## src/rtl/imm_field_encoder.sv

```systemverilog
// Packs a 64-bit immediate into its LEGv8 field and merges it into an instruction template; latency 2 cycles.
// Backpressure: valid/ready, in_ready = !S1 valid | S2 can load; optional error counter under IMM_ERR_CNT_EN.
// Full-rate pipeline: one result per cycle, outputs held stable while out_valid & !out_ready.
module imm_field_encoder (
    input  logic        clk,
    input  logic        rst_n,
    input  logic        in_valid,
    output logic        in_ready,
    input  logic [1:0]  in_fmt,
    input  logic [63:0] in_value,
    input  logic [31:0] in_template,
    output logic        out_valid,
    input  logic        out_ready,
    output logic [31:0] out_insn,
    output logic        out_range,
    output logic        out_align
`ifdef IMM_ERR_CNT_EN
    ,
    output logic [15:0] err_cnt
`endif
);

    localparam logic [1:0] FMT_ALU = 2'b00;
    localparam logic [1:0] FMT_DT  = 2'b01;
    localparam logic [1:0] FMT_B   = 2'b10;
    localparam logic [1:0] FMT_CB  = 2'b11;

    logic        s1_vld_q,  s1_vld_d;
    logic [1:0]  s1_fmt_q,  s1_fmt_d;
    logic [63:0] s1_value_q, s1_value_d;
    logic [31:0] s1_tmpl_q, s1_tmpl_d;

    logic        s2_vld_q,   s2_vld_d;
    logic [31:0] s2_insn_q,  s2_insn_d;
    logic        s2_range_q, s2_range_d;
    logic        s2_align_q, s2_align_d;

    logic        s2_load;
    logic        in_hs;
    logic [31:0] field_mask;
    logic [31:0] field_bits;
    logic        enc_range;
    logic        enc_align;
    logic [31:0] enc_insn;

    assign s2_load  = !s2_vld_q || out_ready;
    assign in_ready = !s1_vld_q || s2_load;
    assign in_hs    = in_valid && in_ready;

    // Field placement and representability check on the S1 registered operand.
    always_comb begin
        field_mask = 32'h0;
        field_bits = 32'h0;
        enc_range  = 1'b0;
        enc_align  = 1'b0;
        case (s1_fmt_q)
            FMT_ALU: begin
                field_mask = 32'h003F_FC00;
                field_bits = {10'b0, s1_value_q[11:0], 10'b0};
                enc_range  = |s1_value_q[63:12];
            end
            FMT_DT: begin
                field_mask = 32'h001F_F000;
                field_bits = {11'b0, s1_value_q[8:0], 12'b0};
                enc_range  = !((&s1_value_q[63:8]) || !(|s1_value_q[63:8]));
            end
            FMT_B: begin
                field_mask = 32'h03FF_FFFF;
                field_bits = {6'b0, s1_value_q[27:2]};
                enc_range  = !((&s1_value_q[63:27]) || !(|s1_value_q[63:27]));
                enc_align  = |s1_value_q[1:0];
            end
            FMT_CB: begin
                field_mask = 32'h00FF_FFE0;
                field_bits = {8'b0, s1_value_q[20:2], 5'b0};
                enc_range  = !((&s1_value_q[63:20]) || !(|s1_value_q[63:20]));
                enc_align  = |s1_value_q[1:0];
            end
            default: ;
        endcase
        enc_insn = (s1_tmpl_q & ~field_mask) | (field_bits & field_mask);
    end

    always_comb begin
        s1_vld_d   = s1_vld_q;
        s1_fmt_d   = s1_fmt_q;
        s1_value_d = s1_value_q;
        s1_tmpl_d  = s1_tmpl_q;
        if (in_hs) begin
            s1_vld_d   = 1'b1;
            s1_fmt_d   = in_fmt;
            s1_value_d = in_value;
            s1_tmpl_d  = in_template;
        end else if (s2_load) begin
            s1_vld_d = 1'b0;
        end
    end

    always_comb begin
        s2_vld_d   = s2_vld_q;
        s2_insn_d  = s2_insn_q;
        s2_range_d = s2_range_q;
        s2_align_d = s2_align_q;
        if (s2_load) begin
            s2_vld_d = s1_vld_q;
            if (s1_vld_q) begin
                s2_insn_d  = enc_insn;
                s2_range_d = enc_range;
                s2_align_d = enc_align;
            end
        end
    end

    always_ff @(posedge clk or negedge rst_n) begin
        if (!rst_n) begin
            s1_vld_q   <= 1'b0;
            s1_fmt_q   <= 2'b0;
            s1_value_q <= 64'h0;
            s1_tmpl_q  <= 32'h0;
            s2_vld_q   <= 1'b0;
            s2_insn_q  <= 32'h0;
            s2_range_q <= 1'b0;
            s2_align_q <= 1'b0;
        end else begin
            s1_vld_q   <= s1_vld_d;
            s1_fmt_q   <= s1_fmt_d;
            s1_value_q <= s1_value_d;
            s1_tmpl_q  <= s1_tmpl_d;
            s2_vld_q   <= s2_vld_d;
            s2_insn_q  <= s2_insn_d;
            s2_range_q <= s2_range_d;
            s2_align_q <= s2_align_d;
        end
    end

    assign out_valid = s2_vld_q;
    assign out_insn  = s2_insn_q;
    assign out_range = s2_range_q;
    assign out_align = s2_align_q;

`ifdef IMM_ERR_CNT_EN
    logic [15:0] err_cnt_q, err_cnt_d;

    always_comb begin
        err_cnt_d = err_cnt_q;
        if (s2_vld_q && out_ready && (s2_range_q || s2_align_q) && (err_cnt_q != 16'hFFFF))
            err_cnt_d = err_cnt_q + 16'd1;
    end

    always_ff @(posedge clk or negedge rst_n) begin
        if (!rst_n) err_cnt_q <= 16'h0;
        else        err_cnt_q <= err_cnt_d;
    end

    assign err_cnt = err_cnt_q;
`endif

endmodule
```

## config.mk

```make
export PLATFORM = sky130hd
export DESIGN_NAME = imm_field_encoder
export DESIGN_NICKNAME = d
export VERILOG_FILES = /design/src/rtl/imm_field_encoder.sv
export SDC_FILE = /design/constraint.sdc
export NUM_CORES = 1
export LEC_CHECK = 0
export BUFFER_PORTS_ARGS = -buffer_cell sky130_fd_sc_hd__buf_2
export CAP_MARGIN = 20
export CORE_MARGIN = 5
export CORE_UTILIZATION = 50
export DETAILED_ROUTE_END_ITERATION = 10
export PLACE_DENSITY = 0.75
export SKIP_CTS_REPAIR_TIMING = 1
export SYNTH_ARGS = -nofsm -noshare
export SYNTH_HDL_FRONTEND = slang
export SYNTH_SLANG_ARGS = --single-unit
```

## constraint.sdc

```tcl
create_clock -name clk -period 5.05 [get_ports clk]
set_clock_uncertainty 0.15 [all_clocks]
set_input_delay 0.2525 -clock clk [delete_from_list [all_inputs] [get_ports clk]]
set_output_delay 0.2525 -clock clk [all_outputs]
set_load 0.01 [all_outputs]
```

---- Word level (Yosys, flattened, before mapping) ----
Index checks and enable logic that the tools add are counted.
storage, ports and cells
  bits in registers ....................... 134
  input port bits ......................... 102
  output and inout bits ................... 36
  logic and storage cells ................. 47
cells by class
  equal/unequal tests ..................... 3
  multiplexer cells ....................... 6
  bitwise logic cells ..................... 4
  reductions and logical operators ........ 26
operators with widths
  operator              number
  $pmux W32 S4          2
  $and A32 B32 Y32      2
  $reduce_and A56 Y1    1
  $reduce_or A56 Y1     1
  $reduce_or A52 Y1     1
  $reduce_and A44 Y1    1
  $reduce_or A44 Y1     1
  $reduce_and A37 Y1    1
  $reduce_or A37 Y1     1
  $not A32 Y32          1
  $or A32 B32 Y32       1
  $logic_not A1 Y1      8
  $logic_or A1 B1 Y1    5
  $eq A2 B2 Y1 const B  2
  $pmux W1 S4           1
  $reduce_or A2 Y1      2
  $mux W1               3
  $eq A2 B1 Y1 const B  1
  $logic_not A2 Y1      1
  $reduce_and A2 Y1     1
  $reduce_bool A2 Y1    1
  $logic_and A1 B1 Y1   1

---- Depth between registers and ports, before layout ----
  depth in word-level cells ............... 5
  gate-level depth with buffers ........... 7
  mapped depth without buffers ............ 6

---- Worst setup path before layout ----
OpenSTA, ideal clock, no wires.
  path kind ............................... register to register
  start ................................... register s1_value_q[23]
  end ..................................... register s2_range_q, in the netlist out_range
  setup time .............................. 0.130 ns
  arrival time ............................ 1.825 ns
  data required time ...................... 4.770 ns
  setup slack ............................. 2.945 ns
  stages on the path, launching flop included .. 7
  path buffers ............................ 0
  period minus slack after synthesis ...... 2.105 ns
  cell sequence ........................... dfrtp_1 or4_4 nor4_2 or4b_1 o221a_1 o21ai_2 a31oi_1
on the way
  cells in the longest elaborated chain, start to end .. 5
  elaborated cells on any way between the ends .. 12
  those cells by class .................... mux (1); reduce/logical (11)
ends and longest elaborated chain
  element                                                        RTL line  RTL
  start: declaration                                             30        logic [63:0] s1_value_q, s1_value_d;
  start signal: assignment                                       127       s1_value_q <= s1_value_d;
  $reduce_or A56 Y1 / $reduce_or A44 Y1 (equally long branches)  65, 76
  $logic_not A1 Y1, on equally long branches                     65, 76
  $logic_or A1 B1 Y1, on equally long branches                   65, 76
  $logic_not A1 Y1, on equally long branches                     65, 76
  $pmux W1 S4 (*)                                                56        case (s1_fmt_q)
  end signal: assignment                                         131       s2_range_q <= s2_range_d;
  end: declaration                                               35        logic s2_range_q, s2_range_d;
Every way passes the cells marked *; elsewhere a longest branch is shown, timed or not.
A chain may end at the register's enable or synchronous reset.

---- Worst setup path after layout ----
  start ................................... input port out_ready
  end ..................................... register s2_range_q, in the netlist out_range
on the way
  cells in the longest elaborated chain, start to end .. 2
ends and longest elaborated chain
  element                             RTL line  RTL
  start: declaration                  13        input logic out_ready,
  $logic_or A1 B1 Y1                  46        assign s2_load = !s2_vld_q || out_ready;
  $reduce_and A2 Y1 (no source line)  n/a
Every way passes these cells.

==> metrics.md <==
| Metric | Value |
|---|---|
| Antenna violations before repair | `0` |
| Sequential cell area | `about 3100 µm²` |
| DR iter-0 viols | `about 210` |
| Most common cell in the netlist | `dfrtp_1` |
| Crit Path Category | `input port to flop` |
| Asr flop ratio synth | `1.00` |
| Site Rows | `38` |
| Overflow after GRT | `0` |
| Vias in the first global route | `4004` |
| PwrDens | `about 400 nW/µm²` |
| Largest net degree at the start of global routing | `90` |
| Power, Total | `3080 µW` |
| Ranking of synthesized cells by area | `dfrtp_1, mux2_2, mux4_2, nand2_1, mux2i_1` |
| Lkg Pwr | `about 0.0035 µW` |
| CTS tree | `done` |
| Worst-case reg-to-reg path depth | `6` |
| RSZ-0062 raised after global routing | `no` |
| Via count | `4156` |
| Placed insts | `approximately 660` |
| TritonCTS Sinks | `125` |
| Fillers | `around 740` |
| Share of the synthesized area in the top cell type | `0.572` |
| Max FO, Critical Path | `between 40 and 50` |
| Number of synthesized register bits | `about 130` |
| Worst R2R Start | `out_valid` |
| Fin crit period | `between 2000 and 2500 ps` |
| DIE AREA | `around 13000 µm²` |
| Clk slew on worst S/H paths | `around 60 ps` |
| Sequential-to-total area share from yosys stat | `0.572` |
| Clk_lat worst skew | `520 ps` |
| Setup WS pre-CTS | `roughly 2600 ps` |
| I/O Pins | `~140` |
| GP Congestion | `between 0.7 and 0.8` |
| Part of the cycle the worst path needs | `0.492` |
| Critical Path Sink Type | `flop` |
| Final total negative setup slack | `0 ps` |
| Sequential group share of total power | `0.437` |
| Status | `finished clean` |
| Die Width | `115 µm` |
| Syn Inst Count | `between 400 and 500` |
| Slew Limit Fails | `0` |
| Syn nets | `slightly above 500` |
| Avg Inst Size Synth | `between 10 and 15 µm²` |
| Global-route wire length before repair | `20300 µm` |
| Num CTS Buffers | `17` |
| Hold Path Class | `input port to async pin` |
| Core ar. | `between 10000 and 15000 µm²` |
| Share of cells above drive strength 1 | `0.435` |
| Via density | `roughly 5.3` |
| Starting density of the core | `0.506` |
| Synth top cells by count | `dfrtp_1, mux2_2, nand2_1` |
| Die Ht | `approximately 110 µm` |
| Comb power frac | `0.202` |
| Tot GR Track Use | `0.202` |
| H-tree depth | `4` |
| Area Growth Syn to Fin | `41.1%` |
| Post-synth EDFFs | `0` |
| Mapped Area | `5470 µm²` |
| Wirelength per Cell | `18.1 µm` |
| Final WL | `approximately 14000 µm` |
| DP Wirelength | `8850 µm` |
| Root Buffer | `clkbuf_8` |
| VDD IR max | `~0.00024 V` |
| Router iterations before antenna repair | `4` |
| R2r setup slk | `between 2000 and 3000 ps` |
| Drc violations | `0` |
| Area leader, netlist | `dfrtp_1` |
| Clk buf depth | `2` |
| Post-synth cell types | `31` |
| Worst setup SP type | `input port` |
| Synth warn | `0` |
| Worst Tran Pin Value | `between 900 and 1000 ps` |
| F_max | `about 400 MHz` |
| Port buffer count | `around 130` |
| Int Pwr | `approximately 2200 µW` |
| Max Cap Viol | `0` |
| # nets final | `729` |
| Net Sw Power | `around 840 µW` |
| Non-Filler Instances | `a little under 800` |
| Antenna cell count | `0` |
| Slew headroom | `0.350` |
| Worst path required time | `between 5000 and 6000 ps` |
| Final setup viols | `0` |
| Multi-input combinational cell area | `around 2300 µm²` |
| Routed Antenna Nets | `0` |
| Clk network pwr share | `0.361` |
| FF-to-FF End | `out_range` |
| Sw Share | `0.271` |
| Main synth FF type | `dfrtp_1` |
| Fin. Hold Viols | `0` |
| CP arrival | `approximately 2800 ps` |
| Setup ws final | `between 2000 and 3000 ps` |
[metal layers]
layer  track usage  share of wire  vias to the layer above
met5             0              0                        -
li1              -              -                     1934
met2         0.335           0.52                      139
met4        0.0752          0.017                        0
met1         0.247           0.40                     2062
met3        0.0661          0.057                       21
[state kept, by name, indices dropped and copies added, names as in the netlist]
signal / count
s1_vld_q: 1
out_align: 1
out_valid: 1
s1_value_q: 64
s1_tmpl_q: 23
out_insn: 32
out_range: 1
s1_fmt_q: 2
[cells in the final DEF (no fill, tap or decap)]
cell	n
a21boi_0	1
a31oi_1	1
and4_2	1
buf_12	1
buf_2	127
buf_4	4
bufinv_16	2
clkbuf_1	4
clkbuf_16	16
clkbuf_8	2
clkinv_1	1
clkinv_2	7
dfrtp_1	125
dlygate4sd3_1	92
inv_1	1
mux2_2	101
mux2i_1	14
mux4_1	1
mux4_2	11
nand2_1	43
nand2_2	1
nand2_4	2
nand2b_1	3
nand3_1	4
nand3b_1	1
nand4_1	17
nand4b_1	1
nor2_1	2
nor3_1	5
nor4_1	16
nor4_2	1
o21ai_0	20
o21ai_1	4
o21ai_2	1
o221a_1	1
or4_1	3
or4_4	1
or4b_1	1
[metrics by stage]
step	cell area, µm²	utilization	hold WS [ps]
2_1_floorplan	5470	-	-193
3_3_place_gp	6230	0.577	280
3_5_place_dp	6230	0.577	301
4_1_cts	6770	0.627	-257
5_1_grt	7710	0.714	325
6_report	7710	0.714	276
[critical path, cell delays in order]
cell and delay, ps:
dlygate4sd3_1 530, buf_2 130, nand2b_1 170, nand2_2 720
clkinv_1 560, nand4_1 170, o21ai_0 90, a31oi_1 140
[power by group through the flow]
stage / clock network, µW / logic [µW] / registers, µW
2_1_floorplan: 0 / 325 / 1350
3_3_place_gp: 0 / 549 / 1350
3_5_place_dp: 0 / 569 / 1360
4_1_cts: 1130 / 572 / 1340
5_1_grt: 1180 / 681 / 1370
6_report: 1110 / 622 / 1350
[cell type report]
| class | instances | share of cell area |
|---|---|---|
| sequential | 125 | 0.406 |
| multi-input combinational | 257 | 0.293 |
| timing repair buffer | 224 | 0.208 |
| clock buffer | 22 | 0.0574 |
| tap | 140 | 0.0227 |
| clock inverter | 9 | 0.0123 |
| inverter | 2 | 0.000974 |
[cell families (layout without fill, tap and decap cells)]
group	Yosys count	in the layout	share of synthesized area
AO/OA/AOI/OAI	28	28	0.0282
buffers and inverters	23	257	0.0169
flip-flops	125	125	0.572
multiplexers	127	127	0.284
AND/OR/NAND/NOR	102	102	0.0989
[worst max-delay path by stage]
stage	from	endpoint	slack (ps)	depth (start not counted)
2_1_floorplan	s1_value_q[23]	out_range	2950	6
3_3_place_gp	out_ready	out_range	2640	6
3_5_place_dp	out_ready	out_range	2600	7
4_1_cts	out_valid	out_range	2640	6
5_1_grt	out_ready	out_range	2390	8
6_report	out_ready	out_range	2570	8
No activity file was read; power rests on OpenSTA's default activity.
